--- config.mk ---
export PLATFORM = sky130hd
export DESIGN_NAME = fault_dict_sequencer
export DESIGN_NICKNAME = d
export VERILOG_FILES = /design/src/rtl/fault_dict_sequencer.sv
export SDC_FILE = /design/constraint.sdc
export NUM_CORES = 1
export LEC_CHECK = 0
export BUFFER_PORTS_ARGS = -buffer_cell sky130_fd_sc_hd__buf_4
export CAP_MARGIN = 10
export CORE_MARGIN = 2
export CORE_UTILIZATION = 40
export CTS_CLUSTER_DIAMETER = 100
export CTS_CLUSTER_SIZE = 40
export DETAILED_ROUTE_END_ITERATION = 16
export PLACE_DENSITY = 0.71
export SLEW_MARGIN = 5
export SYNTH_ARGS = -nofsm -noshare
export SYNTH_HDL_FRONTEND = slang
export SYNTH_SLANG_ARGS = --single-unit
--- constraint.sdc ---
create_clock -name clk -period 2.2 [get_ports clk]
set_input_delay 0.11 -clock clk [delete_from_list [all_inputs] [get_ports clk]]
set_output_delay 0.11 -clock clk [all_outputs]
set_load 0.01 [all_outputs]
--- src/rtl/fault_dict_sequencer.sv ---
// Fault-dictionary sequencer: for each collapsed fault it applies every stored pattern
// to the good and faulty circuits and emits one syndrome entry per fault.
module fault_dict_sequencer #(
    parameter int IN_W    = 50,
    parameter int OUT_W   = 22,
    parameter int NUM_PAT = 148,
    parameter int NUM_FLT = 2230,
    parameter int SETTLE  = 2,
    localparam int PAT_AW = (NUM_PAT > 1) ? $clog2(NUM_PAT) : 1,
    localparam int FLT_AW = (NUM_FLT > 1) ? $clog2(NUM_FLT) : 1,
    localparam int CNT_W  = $clog2(NUM_FLT + 1)
) (
    input  logic               clk,
    input  logic               rst,
    input  logic               start,
    output logic               busy,
    output logic               done,
    output logic [PAT_AW-1:0]  pat_addr,
    input  logic [IN_W-1:0]    pat_rdata,
    output logic [FLT_AW-1:0]  flt_sel,
    output logic               inj_en,
    output logic [IN_W-1:0]    vec,
    input  logic [OUT_W-1:0]   good_out,
    input  logic [OUT_W-1:0]   faulty_out,
    output logic               dct_valid,
    input  logic               dct_ready,
    output logic [FLT_AW-1:0]  dct_fault,
    output logic [NUM_PAT-1:0] dct_syndrome,
    output logic               dct_detected,
    output logic [CNT_W-1:0]   det_count
);

    localparam int SET_W = (SETTLE > 1) ? $clog2(SETTLE) : 1;

    localparam logic [2:0] S_IDLE    = 3'd0;
    localparam logic [2:0] S_INJECT  = 3'd1;
    localparam logic [2:0] S_FETCH   = 3'd2;
    localparam logic [2:0] S_RDWAIT  = 3'd3;
    localparam logic [2:0] S_SETTLE  = 3'd4;
    localparam logic [2:0] S_COMPARE = 3'd5;
    localparam logic [2:0] S_EMIT    = 3'd6;
    localparam logic [2:0] S_DONE    = 3'd7;

    logic [2:0]         state_q, state_d;
    logic [FLT_AW-1:0]  flt_idx_q, flt_idx_d;
    logic [PAT_AW-1:0]  pat_idx_q, pat_idx_d;
    logic [PAT_AW-1:0]  pat_addr_q, pat_addr_d;
    logic [NUM_PAT-1:0] syn_q, syn_d;
    logic [IN_W-1:0]    vec_q, vec_d;
    logic [CNT_W-1:0]   det_cnt_q, det_cnt_d;
    logic [SET_W-1:0]   set_cnt_q, set_cnt_d;

    always_comb begin
        state_d    = state_q;
        flt_idx_d  = flt_idx_q;
        pat_idx_d  = pat_idx_q;
        pat_addr_d = pat_addr_q;
        syn_d      = syn_q;
        vec_d      = vec_q;
        det_cnt_d  = det_cnt_q;
        set_cnt_d  = set_cnt_q;
        case (state_q)
            S_IDLE: begin
                if (start) begin
                    det_cnt_d = '0;
                    flt_idx_d = '0;
                    pat_idx_d = '0;
                    syn_d     = '0;
                    state_d   = S_INJECT;
                end
            end
            S_INJECT: begin
                // Address is registered on entry so it is already valid throughout FETCH.
                pat_addr_d = pat_idx_q;
                state_d    = S_FETCH;
            end
            S_FETCH:  state_d = S_RDWAIT;
            S_RDWAIT: begin
                vec_d     = pat_rdata;
                set_cnt_d = '0;
                state_d   = S_SETTLE;
            end
            S_SETTLE: begin
                if (set_cnt_q == SET_W'(SETTLE - 1)) state_d = S_COMPARE;
                else set_cnt_d = set_cnt_q + 1'b1;
            end
            S_COMPARE: begin
                syn_d[pat_idx_q] = (good_out != faulty_out);
                if (pat_idx_q == PAT_AW'(NUM_PAT - 1)) begin
                    state_d = S_EMIT;
                end else begin
                    pat_idx_d  = pat_idx_q + 1'b1;
                    pat_addr_d = pat_idx_q + 1'b1;
                    state_d    = S_FETCH;
                end
            end
            S_EMIT: begin
                if (dct_ready) begin
                    det_cnt_d = det_cnt_q + CNT_W'(|syn_q);
                    if (flt_idx_q == FLT_AW'(NUM_FLT - 1)) begin
                        state_d = S_DONE;
                    end else begin
                        flt_idx_d = flt_idx_q + 1'b1;
                        pat_idx_d = '0;
                        syn_d     = '0;
                        state_d   = S_INJECT;
                    end
                end
            end
            S_DONE:  state_d = S_IDLE;
            default: state_d = S_IDLE;
        endcase
    end

    always_ff @(posedge clk) begin
        if (rst) begin
            state_q    <= S_IDLE;
            flt_idx_q  <= '0;
            pat_idx_q  <= '0;
            pat_addr_q <= '0;
            syn_q      <= '0;
            vec_q      <= '0;
            det_cnt_q  <= '0;
            set_cnt_q  <= '0;
        end else begin
            state_q    <= state_d;
            flt_idx_q  <= flt_idx_d;
            pat_idx_q  <= pat_idx_d;
            pat_addr_q <= pat_addr_d;
            syn_q      <= syn_d;
            vec_q      <= vec_d;
            det_cnt_q  <= det_cnt_d;
            set_cnt_q  <= set_cnt_d;
        end
    end

    assign busy         = (state_q != S_IDLE) && (state_q != S_DONE);
    assign done         = (state_q == S_DONE);
    assign inj_en       = (state_q >= S_INJECT) && (state_q <= S_COMPARE);
    assign dct_valid    = (state_q == S_EMIT);
    assign pat_addr     = pat_addr_q;
    assign flt_sel      = flt_idx_q;
    assign vec          = vec_q;
    assign dct_fault    = flt_idx_q;
    assign dct_syndrome = syn_q;
    assign dct_detected = |syn_q;
    assign det_count    = det_cnt_q;

endmodule

### Word level (Yosys, flattened, before mapping)

Cells that the tools add are included.
W data, S select, Z words.

| storage, ports and cells | value |
|---|---|
| bits in registers | 242 |
| input port bits | 98 |
| output and inout bits | 247 |
| word-level logic and storage cells | 75 |

| operators by class | value |
|---|---|
| add/subtract/negate cells | 4 |
| $lt $le $gt $ge | 4 |
| eq/ne operators | 16 |
| multiplexer cells | 27 |
| reduce and logical (&&, ||, !) cells | 16 |

Operators with widths:

| kind | number |
|---|---|
| $mux W148 | 3 |
| $pmux W148 S3 | 1 |
| $bwmux W148 | 1 |
| $reduce_or A148 Y1 | 1 |
| $mux W12 | 4 |
| $pmux W12 S2 | 2 |
| $mux W8 | 4 |
| $pmux W3 S8 | 1 |
| $pmux W8 S3 | 1 |
| $ne A22 B22 Y1 | 1 |
| $pmux W8 S2 | 1 |
| $mux W3 | 5 |
| $add A12 B1 Y12 | 1 |
| $add A12 B1 Y12 const B | 1 |
| $eq A12 B12 Y1 const B | 1 |
| $eq A3 B3 Y1 const B | 4 |
| $lt A8 B9 Y1 const B | 1 |
| $add A8 B1 Y8 const B | 1 |
| $demux W1 S8 | 1 |
| $eq A8 B8 Y1 const B | 1 |
| $ge A8 B1 Y1 const B | 1 |
| $ne A2 B2 Y1 const B | 4 |
| $reduce_and A4 Y1 | 2 |
| $eq A3 B2 Y1 const B | 2 |
| other kinds (15) | 22 |

### Depth between registers and ports, before layout

| depth | value |
|---|---|
| depth after elaboration | 6 |
| depth in mapped cells | 10 |
| depth with buffers taken out | 10 |

### Worst setup path after synthesis

Ideal clock, no wire load.

| timing path | value |
|---|---|
| kind | reg-to-reg |
| start | reg flt_idx_q[1] (netlist: dct_fault[1]) |
| end | reg flt_idx_q[11] (netlist: dct_fault[11]) |
| setup time | 71 ps |
| data arrival time | 2,062 ps |
| required time | 2,129 ps |
| path slack | 68 ps |
| cell stages (with the launch flop) | 9 |
| buffers on the path | 1 |
| cells stage by stage | dfxtp_1 > inv_1 > ha_1 > nor4b_1 > and4_1 > buf_6 > or3_1 > or4_1 > a21oi_1 |

| on the way | value |
|---|---|
| longest elaborated chain between the ends | 4 |
| elaborated cells between the ends (all ways) | 7 |
| classes of those cells | 1 x add/sub; 2 x eq/ne; 3 x mux; 1 x reduce/logical |

Ends and longest elaborated chain:

| item | line | text |
|---|---|---|
| start: declaration | 45 | `logic [FLT_AW-1:0] flt_idx_q, flt_idx_d;` |
| start signal: assignment | 127 | `flt_idx_q <= flt_idx_d;` |
| $add A12 B1 Y12 | 103 | `flt_idx_d = flt_idx_q + 1'b1;` |
| $mux W12 | 100 | `if (flt_idx_q == FLT_AW'(NUM_FLT - 1)) begin` |
| $mux W12 | 98 | `if (dct_ready) begin` |
| $pmux W12 S2 | 62 | `case (state_q)` |

Several ways; a longest one is shown, not always the timed one. The select of a mux whose other input is x is not followed.
A chain may end at the register's enable or synchronous reset.

### Worst setup path in the final report

| timing path | value |
|---|---|
| start | reg syn_q[113] (netlist: dct_syndrome[113]) |
| end | reg det_cnt_q[6] (netlist: det_count[6]) |

| on the way | value |
|---|---|
| longest elaborated chain between the ends | 4 |

Ends and longest elaborated chain:

| item | line | text |
|---|---|---|
| start: declaration | 48 | `logic [NUM_PAT-1:0] syn_q, syn_d;` |
| start signal: assignment | 130 | `syn_q <= syn_d;` |
| $reduce_or A148 Y1 | 99 | `det_cnt_d = det_cnt_q + CNT_W'(\|syn_q);` |
| $add A12 B1 Y12 | 99 |  |
| $mux W12 | 98 |  |
| $pmux W12 S2 | 62 |  |
| end signal: assignment | 132 | `det_cnt_q <= det_cnt_d;` |
| end: declaration | 50 | `logic [CNT_W-1:0] det_cnt_q, det_cnt_d;` |

No other way between the ends. The select of a mux whose other input is x is not followed.

==> results.py <==
metrics = {
    "sta": {
        "final_hold_viol_count": 0,
        "slew_violations": 0,
        "layout_worst_path_cycle_share": 1.07,
        "worst_clock_skew_ps": 30.0,
        "max_slew.worst_pin.slew_ps": 690,
        "min_period_ps": 2360,
        "finalSetupTns_ps": -1240,
        "max_slew_margin": 0.540,
        "rsz0062_at_grt": "yes",
        "finalWorstSetupSlack_ps": -160,
        "final-setup-viol-count": 11,
        "max_freq_mhz": 424,
    },
    "power": {
        "power_density_nw_per_um2": 466,
        "finalPower_w": 0.00787,
        "p_leak_nw": 7.27,
        "vdd_drop_max_v": 0.000447,
    },
    "finish": {
        "filler_cells_inserted": 2367,
        "design.final.nets": 2009,
        "insertedDiodeCount": 0,
        "multi_input_area_um2": 5840,
        "final_cell_count_no_fill": 2284,
        "layout.area.seq_um2": 4850,
        "drive_gt1_frac": 0.356,
        "layout-area-overhead-vs-synth_pct": 51.9,
    },
    "clock_network": {
        "worst_skew_pair.late_latency_ps": 510,
        "tritoncts": "done",
        "cts_post_setup_buffers_inserted": 0,
        "ctsHtreeMaxLevel": 1,
        "clockBufferDepth": 3,
        "cts_inserted_buffers": 11,
        "ctsRootBufferMaster": "clkbuf_16",
        "cts_sinks": 242,
        "clkSlewWorstSetupHoldPaths_ps": 140,
    },
    "logic_synthesis": {
        "synth_seq_cells": 242,
        "synthesis.area_um2": 11100,
        "ys.warnings.count": 0,
        "synthesis.area_per_instance_um2": 8.08,
        "synth_edf_count": 0,
        "seq_area_frac_synth": 0.436,
        "post_synth_inst_count": 1375,
        "yosys_most_used_dff": "dfxtp_1",
        "ys_types": 57,
        "async_flop_share": 0,
        "postSynthNetCount": 1482,
    },
    "detailed_routing": {
        "routedWlPerCell_um": 20.1,
        "route.vias.total": 13300,
        "detail_route.iter0.violations": 1398,
        "drt_wl_total_um": 46000,
        "drt-vias-per-instance": 5.83,
        "drtAntennaViolNets": 0,
        "post-route-drc-count": 0,
        "detailedRoute.firstPassIterationCount": 6,
    },
    "floorplanning": {
        "floorplan.die.width_um": 171,
        "die_area_um2": 29100,
        "floorplan.initialDensity": 0.403,
        "design.portCount": 345,
        "dieHeight_um": 171,
        "floorplan.rows": 61,
        "core_area_um2": 27600,
    },
    "critical_path": {
        "path_common_cell": "ha_4",
        "r2r_slack_ps": -160,
        "rr_startpoint": "dct_syndrome[113]$_SDFFE_PP0P_",
        "timing.critical_path.slowest_stage_cell": "nor4_1",
        "timing.critical_path.fanout_max": 3,
        "slowest_stage_delay_on_critical_path_ps": 420,
        "cells_on_worst_reg2reg_path": 10,
        "cp.arrival_ps": 2760,
        "worstReg2RegEnd": "det_count[6]$_SDFFE_PP0P_",
        "worstSetupStartpointType": "register",
        "path_class": "register to register",
        "crit_chain": "nor4_1, nand4_1, nor4_4, nand3_4, ha_4, ha_4, o2111a_2, nand3_1, xor2_1, nor2_1",
        "cp-end-kind": "register",
        "cp_top_family": "simple AND/OR/NAND/NOR gates",
        "buffers_inverters_on_critical_path": 0,
        "worst-endpoint-required_ps": 2600,
    },
    "place": {
        "dp.final_hpwl_um": 31900,
        "routabilityCongestion": 0.922,
        "place.detailed.instances": 2214,
        "place_ws_ps": -439,
        "port_buffers": 344,
    },
    "flow_run": {
        "drv_cap": 0,
    },
    "grt": {
        "groute.usage.overall": 0.297,
        "grt_overflow_total": 0,
        "grt_max_degree": 65,
        "number_of_global_route_vias_before_repair": 12300,
        "grt_pass1_wl_um": 68400,
        "grt_antenna_before_repair": 1,
    },
    "min_path": {
        "worstHoldPathCells": 6,
        "hold_start": "good_out[10]",
        "hold_path.class": "input port to register",
        "whs_endpoint": "dct_syndrome[9]$_SDFFE_PP0P_",
    },
    "run_status": {
        "failed_checks": "negative setup slack",
        "status": "finished, violations left",
    },
}
==> layout make-up <==
type	count	area share
Multi-Input combinational cell	974	0.346
Inverter	9	0.00200
Sequential cell	242	0.287
Clock inverter	5	0.00556
Clock buffer	12	0.0165
Tap cell	378	0.0280
Timing Repair Buffer	664	0.314
==> how the worst max path moves through the flow <==
stage / start / to / cells past startpoint
floorplan: dct_fault[1]$_SDFFE_PP0P_ / dct_fault[11]$_SDFFE_PP0P_ / 8
global placement: dct_syndrome[13]$_SDFFE_PP0P_ / det_count[11]$_SDFFE_PP0P_ / 12
detailed placement: dct_syndrome[137]$_SDFFE_PP0P_ / det_count[11]$_SDFFE_PP0P_ / 11
CTS: dct_syndrome[28]$_SDFFE_PP0P_ / det_count[8]$_SDFFE_PP0P_ / 12
global route: dct_syndrome[9]$_SDFFE_PP0P_ / det_count[11]$_SDFFE_PP0P_ / 12
finish: dct_syndrome[113]$_SDFFE_PP0P_ / det_count[6]$_SDFFE_PP0P_ / 10
==> timing repair <==
| item | in CTS | in global routing |
|---|---|---|
| gates resized for setup | 27 | 18 |
| pin swaps | 11 | 8 |
| setup endpoints to repair | 16 | 128 |
| hold endpoints to repair | 62 | 0 |
| hold buffers | 53 | 0 |
==> routing by layer <==
layer | global-route usage | vias up | part of all wire
li1 | - | 6065 | -
met1 | 0.386 | 6293 | 0.39
met2 | 0.466 | 772 | 0.45
met3 | 0.0699 | 178 | 0.10
met4 | 0.139 | 2 | 0.054
met5 | 0 | - | 0.00035
==> registers in the layout, summed over array words and instances (netlist names) <==
register / flops
dct_syndrome: 148
vec: 50
dct_fault: 12
det_count: 12
pat_addr: 8
pat_idx_q: 8
state_q: 3
set_cnt_q: 1
==> cells in the mapped netlist (15+ instances only) <==
cell type,instances,share of area
nor2_1,58,0.020
nand2_1,131,0.044
o21ai_0,187,0.084
dfxtp_1,242,0.44
nand4_1,18,0.010
nand3_1,53,0.024
a21oi_1,201,0.091
and2_1,15,0.0084
o41ai_1,45,0.035
o31ai_1,69,0.047
clkbuf_1,110,0.037
xor2_1,24,0.019
xnor2_1,17,0.013
nor4_1,46,0.026
buf_2,15,0.0068
==> worst reg2reg max path, cell delays in order (launching register included) <==
cell and delay, ps:
dfxtp_1 340, nor4_1 420, nand4_1 210, nor4_4 340
nand3_4 160, ha_4 210, ha_4 150, o2111a_2 150
nand3_1 100, xor2_1 140, nor2_1 50
==> layout by cell type, fill, tap and decap left out, types with 45 or more instances in the layout <==
cell           Yosys  routed
dfxtp_1          242     239
nand3_1           53      49
nand2_1          131     129
o31ai_1           69      69
o41ai_1           45      45
buf_4             12     595
o21ai_0          187     185
dlygate4sd3_1      0      53
a21oi_1          201     201
nor2_1            58      54
==> cell families after synthesis <==
logic type | count (synthesis) | synth area share
buffers and inverters | 159 | 0.0616
multiplexers | 4 | 0.00360
AO/OA/AOI/OAI | 541 | 0.282
adder cells (fa/ha/maj) | 9 | 0.0101
AND/OR/NAND/NOR | 379 | 0.174
XOR/XNOR | 41 | 0.0323
flip-flops | 242 | 0.436
==> power breakdown <==
| part | internal (W) | switching, W | total [W] |
|---|---|---|---|
| clock | 0.00102 | 0.00164 | 0.00266 |
| combinational | 0.000378 | 0.000373 | 0.000751 |
| sequential | 0.00443 | 0.0000299 | 0.00446 |
==> per-stage QoR <==
stage | util | cell area [um^2] | hold slack [ps]
detailed placement | 0.572 | 15800 | 366
global placement | 0.572 | 15800 | 357
CTS | 0.610 | 16800 | 229
finish | 0.612 | 16900 | 238
floorplan | - | 11100 | 246
global route | 0.612 | 16900 | 235
(Power assumes the default switching activity.)
